### src/rtl/bin2bcd_seq_if.sv
// Request/result bundle for the iterative binary-to-BCD converter.
// start/bin are sampled together on a rising edge only while busy is low; done pulses
// for one cycle when bcd has just been updated, and bcd holds that value until the next done.
interface bin2bcd_seq_if #(
  parameter int WIDTH  = 8,
  parameter int DIGITS = 3
);
  logic                  start;
  logic [WIDTH-1:0]      bin;
  logic [4*DIGITS-1:0]   bcd;
  logic                  busy;
  logic                  done;
  logic                  shift_dbg;  // FSM state: 1 = SHIFT, 0 = IDLE

  modport master (
    output start, bin,
    input  bcd, busy, done, shift_dbg
  );

  modport slave (
    input  start, bin,
    output bcd, busy, done, shift_dbg
  );
endinterface

### src/rtl/bin2bcd_seq.sv
// Double-dabble converter: one add-3/shift step per clock, WIDTH steps per conversion.
// The result register only updates on completion, so bcd never shows partial digits.
module bin2bcd_seq #(
  parameter int WIDTH  = 8,
  parameter int DIGITS = 3
) (
  input  logic         clk,
  input  logic         reset,
  bin2bcd_seq_if.slave bus
);
  localparam int SRW = 4 * DIGITS + WIDTH;
  localparam int CW  = $clog2(WIDTH + 1);

  typedef enum logic {IDLE = 1'b0, SHIFT = 1'b1} state_t;

  state_t                state, state_n;
  logic [SRW-1:0]        sr, sr_n;
  logic [CW-1:0]         cnt, cnt_n;
  logic [4*DIGITS-1:0]   bcd_q, bcd_n;
  logic                  done_q, done_n;
  logic [SRW-1:0]        adj;
  logic [SRW-1:0]        shifted;

  // Every BCD nibble (including the top one) gets +3 when >= 5, before the shift.
  always_comb begin
    adj = sr;
    for (int i = 0; i < DIGITS; i++) begin
      if (adj[WIDTH+4*i +: 4] >= 4'd5)
        adj[WIDTH+4*i +: 4] = adj[WIDTH+4*i +: 4] + 4'd3;
    end
    shifted = {adj[SRW-2:0], 1'b0};
  end

  always_comb begin
    state_n = state;
    sr_n    = sr;
    cnt_n   = cnt;
    bcd_n   = bcd_q;
    done_n  = 1'b0;
    case (state)
      IDLE: begin
        if (bus.start) begin
          sr_n             = '0;
          sr_n[WIDTH-1:0]  = bus.bin;
          cnt_n            = '0;
          state_n          = SHIFT;
        end
      end
      SHIFT: begin
        sr_n  = shifted;
        cnt_n = cnt + CW'(1);
        if (cnt == CW'(WIDTH - 1)) begin
          bcd_n   = shifted[SRW-1 -: 4*DIGITS];
          done_n  = 1'b1;
          state_n = IDLE;
        end
      end
      default: state_n = IDLE;
    endcase
  end

  always_ff @(posedge clk or negedge reset) begin
    if (!reset) begin
      state  <= IDLE;
      sr     <= '0;
      cnt    <= '0;
      bcd_q  <= '0;
      done_q <= 1'b0;
    end else begin
      state  <= state_n;
      sr     <= sr_n;
      cnt    <= cnt_n;
      bcd_q  <= bcd_n;
      done_q <= done_n;
    end
  end

  assign bus.bcd       = bcd_q;
  assign bus.done      = done_q;
  assign bus.busy      = (state == SHIFT);
  assign bus.shift_dbg = (state == SHIFT);
endmodule

### src/flat_wrapper.sv
// flat-port wrapper written by rule: the top's interface ports become plain ports
module bin2bcd_seq_flat 
#(
  parameter int WIDTH  = 8,
  parameter int DIGITS = 3
)
  (clk, reset, bus_start, bus_bin, bus_bcd, bus_busy, bus_done, bus_shift_dbg);
  bin2bcd_seq_if #(.WIDTH(WIDTH), .DIGITS(DIGITS)) bus_i ();
  input  logic clk;
  input  logic reset;
  input wire logic [$bits(bus_i.start)-1:0] bus_start;
  input wire logic [$bits(bus_i.bin)-1:0] bus_bin;
  output wire logic [$bits(bus_i.bcd)-1:0] bus_bcd;
  output wire logic [$bits(bus_i.busy)-1:0] bus_busy;
  output wire logic [$bits(bus_i.done)-1:0] bus_done;
  output wire logic [$bits(bus_i.shift_dbg)-1:0] bus_shift_dbg;
  assign bus_i.start = bus_start;
  assign bus_i.bin = bus_bin;
  assign bus_bcd = bus_i.bcd;
  assign bus_busy = bus_i.busy;
  assign bus_done = bus_i.done;
  assign bus_shift_dbg = bus_i.shift_dbg;
  bin2bcd_seq #(.WIDTH(WIDTH), .DIGITS(DIGITS)) u_core (.clk(clk), .reset(reset), .bus(bus_i));
endmodule
### config.mk
export PLATFORM = sky130hd
export DESIGN_NAME = bin2bcd_seq_flat
export DESIGN_NICKNAME = d
export VERILOG_FILES = /design/src/rtl/bin2bcd_seq_if.sv /design/src/rtl/bin2bcd_seq.sv /design/src/flat_wrapper.sv
export SDC_FILE = /design/constraint.sdc
export NUM_CORES = 1
export LEC_CHECK = 0
export CAP_MARGIN = 30
export CORE_ASPECT_RATIO = 0.75
export CORE_MARGIN = 3
export CORE_UTILIZATION = 53
export CTS_CLUSTER_SIZE = 16
export DETAILED_ROUTE_END_ITERATION = 8
export GPL_ROUTABILITY_DRIVEN = 0
export HOLD_SLACK_MARGIN = 0.02
export PLACE_DENSITY = 0.78
export SLEW_MARGIN = 20
export SYNTH_ARGS = -nofsm -noshare
export SYNTH_HDL_FRONTEND = slang
export SYNTH_SLANG_ARGS = --single-unit
### constraint.sdc
create_clock -name clk -period 2 [get_ports clk]
set_clock_uncertainty 0.05 [all_clocks]
set_input_delay 0.2 -clock clk [delete_from_list [all_inputs] [get_ports clk]]
set_output_delay 0.2 -clock clk [all_outputs]
set_load 0.02 [all_outputs]
==> results_dict.tcl, run 1 <==
set metrics [dict create \
    status "completed" \
    powerDensity_nw_per_um2 1660 \
    area_growth_syn_to_layout_pct 20.4 \
    synthesis.area_um2 1840 \
    finalMaxSlewViolations 0 \
    globalRoute.totalOverflow 0 \
    hp-start "u_core.bus.bcd[9]" \
    drv_cap 0 \
    start_kind "register" \
    post_layout_min_period_ps 1750 \
    worstSetupStartpoint "u_core.bus.busy" \
    detail_route.first_pass.iterations 4 \
    critical_path_start_end_classification "reg -> out" \
    worstPathArrival_ps 1500 \
    total_cts_buffers 5 \
    grt_start_max_net_pins 39 \
    worstPathBufferInverterCount 1 \
    worst_r2r_startpoint "u_core.sr[16]" \
    timing.final.crit_share 0.873 \
    internal_power_uw 2260 \
    drt_wl_total_um 3280 \
    detail_route.wl_per_cell_um 14.3 \
    via_per_inst 5.38 \
    crit_slowest_cell "sky130_fd_sc_hd__clkdlybuf4s50_1" \
    groute.usage.overall 0.181 \
    grt_pass1_vias 1221 \
    vias 1238 \
    p_sw_uw 1410 \
    power.share.combinational 0.475 \
    design.final.nets 209 \
    cp_num_cells 1 \
    clock_tree.htree_level_count 2 \
    synth_area_per_cell_um2 11.3 \
    maximum_single_stage_delay_on_the_critical_path_ps 680 \
    fmaxAchievable_mhz 573 \
    fill_cells 233 \
    synth-warning-count 0 \
    antenna-diode-count 0 \
    cts.path.max_buffers 2 \
    portBuffers 25 \
    r2r_cells 6 \
    cp_top_family "buffers and inverters" \
    max-vdd-ir-drop_uv 921 \
    postRouteAntennaNets 0 \
    p_clk_frac 0.149 \
    cts_sinks 38 \
    critical_path.max_fanout 8 \
    clk_latency_worst_skew_pair_ps 290 \
    drt_iter0_markers 80 \
    seq_power_share 0.376 \
    worstPathRequired_ps 1750 \
    cts-resized-gates 0 \
    rsz0062_at_grt "false" \
    core_area_um2 3130 \
    remaining_drc_errors 0 \
    floorplan.die.width_um 74.0 \
    syn_inst 163 \
    totalNegativeSetupSlack_ps 0 \
    hpwlAfterDp_um 2380 \
    clock_tree.root_cell "sky130_fd_sc_hd__clkbuf_8" \
    r2r_slack_ps 330 \
    clock_pin_slew_of_the_registers_on_the_worst_case_setup_and_hold_paths_ps 70 \
    clock_tree_from_tritoncts "done" \
    critPathCaptureType "output port" \
    floorplan.initialDensity 0.588 \
    synth_cell_type_count 25 \
    netSwitchingFraction 0.384 \
    relSlewSlack 0.432 \
    synth.yosys.seq_area_share 0.517 \
    power.static_leakage_uw 0.00105 \
    setup_viol_count_final 0 \
    worstPathCellList "clkdlybuf4s50_1" \
    global_route_wire_length_before_repair_um 5830 \
    hold_violations_final 0 \
    synth_seq_cells 38 \
    die_y_um 57.0 \
    cells_on_worst_hold_path 2 \
    num_rows 17 \
    place_ws_ps 292 \
    fraction_of_final_layout_cells_with_drive_strength_greater_than_1 0.120 \
    dieArea_um2 4220 \
    syn_nets 181 \
    final.hold.worst_slack_ps 433 \
    timing.final.ws_setup_ps 255 \
    hold_class "reg -> reg" \
    worstMarginPinSlew_ps 852 \
    i_o_pin_count 26 \
    antenna_found_initial 0 \
]
-- Yosys cell counts --
cell	n	area [µm²]
sky130_fd_sc_hd__dfrtp_1	38	951
sky130_fd_sc_hd__mux2i_1	18	180
sky130_fd_sc_hd__nand2_1	18	67.6
sky130_fd_sc_hd__o21ai_0	16	80.1
sky130_fd_sc_hd__nand2b_1	11	68.8
sky130_fd_sc_hd__ha_1	7	87.6
sky130_fd_sc_hd__nor3b_1	7	52.6
sky130_fd_sc_hd__a21oi_1	6	30.0
sky130_fd_sc_hd__buf_2	6	30.0
sky130_fd_sc_hd__inv_1	6	22.5
sky130_fd_sc_hd__mux2_4	4	60.1
sky130_fd_sc_hd__xnor2_1	4	35.0
sky130_fd_sc_hd__a22o_1	3	26.3
sky130_fd_sc_hd__nor2_1	3	11.3
sky130_fd_sc_hd__a21o_1	2	15.0
sky130_fd_sc_hd__a21o_2	2	17.5
sky130_fd_sc_hd__a21oi_2	2	17.5
sky130_fd_sc_hd__buf_4	2	15.0
sky130_fd_sc_hd__nor3_1	2	10.0
sky130_fd_sc_hd__clkinv_2	1	5.00
sky130_fd_sc_hd__mux2_2	1	11.3
sky130_fd_sc_hd__nand3_1	1	5.00
sky130_fd_sc_hd__nand4b_4	1	23.8
sky130_fd_sc_hd__o31ai_1	1	7.51
sky130_fd_sc_hd__xor2_1	1	8.76
-- power by group through the flow --
| stage | logic (µW) | registers (µW) | clock network (µW) |
|---|---|---|---|
| 2_1_floorplan | 1120 | 1470 | 0 |
| 3_3_place_gp | 1680 | 1370 | 0 |
| 3_5_place_dp | 1750 | 1390 | 0 |
| 4_1_cts | 1760 | 1380 | 559 |
| 5_1_grt | 1940 | 1430 | 595 |
| 6_report | 1740 | 1380 | 545 |
-- cell usage in the layout, fill, tap and decap left out, types with 3 or more instances in the layout --
cell type	synthesis	routed
sky130_fd_sc_hd__ha_1	7	7
sky130_fd_sc_hd__o21ai_0	16	16
sky130_fd_sc_hd__a22o_1	3	3
sky130_fd_sc_hd__xnor2_1	4	4
sky130_fd_sc_hd__dfrtp_1	38	38
sky130_fd_sc_hd__clkdlybuf4s50_1	0	24
sky130_fd_sc_hd__a21oi_1	6	6
sky130_fd_sc_hd__mux2i_1	18	18
sky130_fd_sc_hd__clkbuf_8	0	6
sky130_fd_sc_hd__nand2_1	18	18
sky130_fd_sc_hd__nor3b_1	7	7
sky130_fd_sc_hd__buf_4	2	3
sky130_fd_sc_hd__nand2b_1	11	11
sky130_fd_sc_hd__nor2_1	3	3
sky130_fd_sc_hd__mux2_4	4	4
sky130_fd_sc_hd__inv_1	6	6
-- registers in the layout, summed over array words and instances, names as in the netlist --
name and count:
u_core.bus.done 1, u_core.bus.bcd 12, u_core.sr 20, u_core.bus.busy 1, u_core.cnt 4
-- final timing paths --
check                                     end
min reg2reg                 u_core.bus.bcd[9]
max reg2reg                u_core.bus.bcd[10]
min                         u_core.bus.bcd[9]
min in group asynchronous  u_core.bus.bcd[11]
max in group asynchronous       u_core.cnt[1]
max                             bus_shift_dbg
-- kinds of logic after synthesis --
family                     synth area share
buffers and inverters                0.0395
AOI/OAI and AO/OA                     0.105
and+or+nand+nor                       0.130
DFF                                   0.517
adders and majority gates            0.0476
xor gates and xnor gates             0.0238
muxes                                 0.137
-- cell type report --
| class | instances | area (µm²) | area share |
|---|---|---|---|
| clock buffer | 6 | 82.6 | 0.0373 |
| clock inverter | 2 | 12.5 | 0.00565 |
| sequential | 38 | 951 | 0.429 |
| inverter | 7 | 27.5 | 0.0124 |
| multi-input combinational | 110 | 816 | 0.368 |
| tap | 38 | 47.5 | 0.0215 |
| timing repair buffer | 29 | 278 | 0.125 |
-- timing repair --
action	4_1_cts	5_1_grt
endpoints found under the hold margin	38	0
hold buffers	1	0
buffers inserted	0	0
-- per-stage QoR --
stage | utilization | cell area, µm² | power, µW | std cells
finish | 0.708 | 2210 | 3670 | 230
global route | 0.708 | 2210 | 3960 | 230
CTS | 0.708 | 2210 | 3700 | 230
detailed placement | 0.675 | 2110 | 3140 | 221
global placement | 0.675 | 2110 | 3050 | 221
floorplan | - | 1840 | 2590 | 163
-- per-layer routing --
metal | track usage | vias up | part of all wire
met4 | 0.0543 | 0 | 0.012
met1 | 0.263 | 591 | 0.49
met5 | 0 | - | 0
met2 | 0.263 | 27 | 0.46
met3 | 0.0528 | 5 | 0.040
li1 | - | 615 | -
(Power assumes the default switching activity.)
==> run 2: changes to the inputs <==
--- a/config.mk
+++ b/config.mk
@@ -5,6 +5,7 @@
 export SDC_FILE = /design/constraint.sdc
 export NUM_CORES = 1
 export LEC_CHECK = 0
+export ABC_CLOCK_PERIOD_IN_PS = 2000
 export CAP_MARGIN = 30
 export CORE_ASPECT_RATIO = 0.75
 export CORE_MARGIN = 3
@@ -14,6 +15,7 @@
 export GPL_ROUTABILITY_DRIVEN = 0
 export HOLD_SLACK_MARGIN = 0.02
 export PLACE_DENSITY = 0.78
+export REMOVE_ABC_BUFFERS = 1
 export SLEW_MARGIN = 20
 export SYNTH_ARGS = -nofsm -noshare
 export SYNTH_HDL_FRONTEND = slang
==> run 2 against run 1 <==
Net effect: clock power is 9.4% lower; non-clock buffer count stayed put; setup slack worse by 91 ps; worst hold slack worse by 150 ps; final cell count is 0.43% lower; sequential cell count stayed put; clock-buffer cell count is 1 lower; sequential share of layout area is 0.27 points higher; register-to-register slack hardly changed; routed wire length is 1.4% higher; via count is 0.81% higher; first-iteration DRC count is 55% lower; largest cell class unchanged; highest routed layer unchanged.
==> results_dict.tcl, run 2 (synthesis results as in run 1) <==
set metrics [dict create \
    status "completed" \
    powerDensity_nw_per_um2 1630 \
    fraction_of_final_layout_cells_with_drive_strength_greater_than_1 0.115 \
    antenna-diode-count 0 \
    layout.cells.most_common_list "sky130_fd_sc_hd__dfrtp_1 (38), sky130_fd_sc_hd__clkdlybuf4s50_1 (25), sky130_fd_sc_hd__mux2i_1 (18), sky130_fd_sc_hd__nand2_1 (18), sky130_fd_sc_hd__o21ai_0 (16)" \
    seq_power_share 0.384 \
    global_route_wire_length_before_repair_um 5820 \
    critical_path_start_end_classification "reg -> out" \
    postRouteAntennaNets 0 \
    dieArea_um2 4220 \
    remaining_drc_errors 0 \
    netSwitchingFraction 0.387 \
    grt_start_max_net_pins 39 \
    worstPathRequired_ps 1750 \
    die_y_um 57.0 \
    drv_cap 0 \
    r2r_cells 6 \
    globalRoute.totalOverflow 0 \
    hpwlAfterDp_um 2300 \
    postPlaceCellArea_um2 2120 \
    total_placed_cells_including_tap_cells 222 \
    internal_power_uw 2200 \
    maximum_single_stage_delay_on_the_critical_path_ps 690 \
    design.final.nets 209 \
    holdBufCountCts 0 \
    detail_route.first_pass.iterations 4 \
    r2r_end "u_core.sr[18]" \
    worstPathArrival_ps 1590 \
    p_clk_frac 0.137 \
    critPathCaptureType "output port" \
    post_layout_min_period_ps 1840 \
    floorplan.die.width_um 74.0 \
    portBuffers 25 \
    p_sw_uw 1390 \
    groute.usage.overall 0.186 \
    timing.final.ws_setup_ps 164 \
    cts_sinks 38 \
    post-cts-setup-buffers 0 \
    worstMarginPinSlew_ps 485 \
    drt_iter0_markers 36 \
    cp_num_cells 1 \
    i_o_pin_count 26 \
    hold_class "in -> async" \
    clock_tree_from_tritoncts "done" \
    hold_violations_final 0 \
    clock_tree.htree_level_count 2 \
    clock_tree.root_cell "sky130_fd_sc_hd__clkbuf_8" \
    worstSetupStartpoint "u_core.bus.busy" \
    cts-resized-gates 0 \
    power.share.combinational 0.478 \
    clock_pin_slew_of_the_registers_on_the_worst_case_setup_and_hold_paths_ps 70 \
    num_rows 17 \
    power.static_leakage_uw 0.00105 \
    clk_latency_worst_skew_pair_ps 300 \
    drt_wl_total_um 3330 \
    cts.path.max_buffers 2 \
    top_register "u_core.sr" \
    cp_top_family "buffers and inverters" \
    largest_register_ffs 20 \
    post_route_cell_area_um2 2200 \
    worstPathBufferInverterCount 1 \
    final_cell_count_no_fill 229 \
    critical_path.max_fanout 11 \
    via_per_inst 5.45 \
    total_cts_buffers 5 \
    area_growth_syn_to_layout_pct 19.7 \
    r2r_slack_ps 320 \
    timing.final.crit_share 0.918 \
    worst_r2r_startpoint "u_core.sr[16]" \
    setup_viol_count_final 0 \
    max-vdd-ir-drop_uv 996 \
    worstPathCellList "clkdlybuf4s50_1" \
    rsz0062_at_grt "false" \
    finalMaxSlewViolations 0 \
    worst_setup_path_endpoint "bus_busy" \
    grt_pass1_vias 1294 \
    crit_slowest_cell "sky130_fd_sc_hd__clkdlybuf4s50_1" \
    vias 1248 \
    floorplan.initialDensity 0.588 \
    place_ws_ps 331 \
    detail_route.wl_per_cell_um 14.5 \
    relSlewSlack 0.676 \
    core_area_um2 3130 \
    fmaxAchievable_mhz 545 \
    antenna_found_initial 0 \
    most_frequent_standard_cell_in_the_layout_excluding_fill_and_tap_cells "sky130_fd_sc_hd__dfrtp_1" \
    start_kind "register" \
]
run 2: changes by cell type in the layout (fill, tap and decap cells not counted):
cell / previous run / this run
sky130_fd_sc_hd__buf_2: 1 / 0
sky130_fd_sc_hd__dlygate4sd3_1: 1 / 0
sky130_fd_sc_hd__buf_4: 3 / 4
sky130_fd_sc_hd__clkinv_2: 2 / 3
sky130_fd_sc_hd__clkbuf_8: 6 / 5
sky130_fd_sc_hd__clkdlybuf4s50_1: 24 / 25
sky130_fd_sc_hd__clkinvlp_4: 1 / 0
run 2: cell type report:
type | instances | area [µm²]
timing repair buffer | 29 | 280
clock buffer | 5 | 68.8
tap | 38 | 47.5
sequential | 38 | 951
inverter | 7 | 27.5
fill | 227 | 926
clock inverter | 2 | 10.0
multi-input combinational | 110 | 816
run 2: how the worst min path moves through the flow:
stage                              end  depth (start not counted)
floorplan            u_core.bus.bcd[0]                          0
global placement     u_core.bus.bcd[8]                          2
detailed placement   u_core.bus.bcd[0]                          2
CTS                  u_core.bus.bcd[9]                          2
global route         u_core.bus.bcd[9]                          2
finish              u_core.bus.bcd[10]                          2
run 2: power groups by stage:
stage	clock network, µW	logic, µW	registers (µW)
floorplan	0	985	1560
global placement	0	1660	1370
detailed placement	0	1730	1390
CTS	512	1740	1380
global route	545	1910	1430
finish	494	1720	1380
run 2: per-stage QoR:
stage	total power [µW]	setup TNS (ps)	util	hold slack [ps]
floorplan	2540	-684	-	-146
global placement	3030	0	0.679	411
detailed placement	3120	0	0.679	422
CTS	3630	0	0.704	297
global route	3890	0	0.704	325
finish	3590	0	0.704	283
run 2: metal layers:
layer	global-route usage	vias up	share of wire
li1	-	611	-
met5	0	-	0
met3	0.0493	8	0.047
met4	0.0930	0	0.024
met1	0.223	603	0.45
met2	0.309	26	0.48
==> run 3: changes to the inputs <==
--- a/config.mk
+++ b/config.mk
@@ -15,7 +15,6 @@
 export GPL_ROUTABILITY_DRIVEN = 0
 export HOLD_SLACK_MARGIN = 0.02
 export PLACE_DENSITY = 0.78
-export REMOVE_ABC_BUFFERS = 1
 export SLEW_MARGIN = 20
 export SYNTH_ARGS = -nofsm -noshare
 export SYNTH_HDL_FRONTEND = slang
==> results of run 3 <==
Final layout, timing and power as in run 1 (identical DEF).
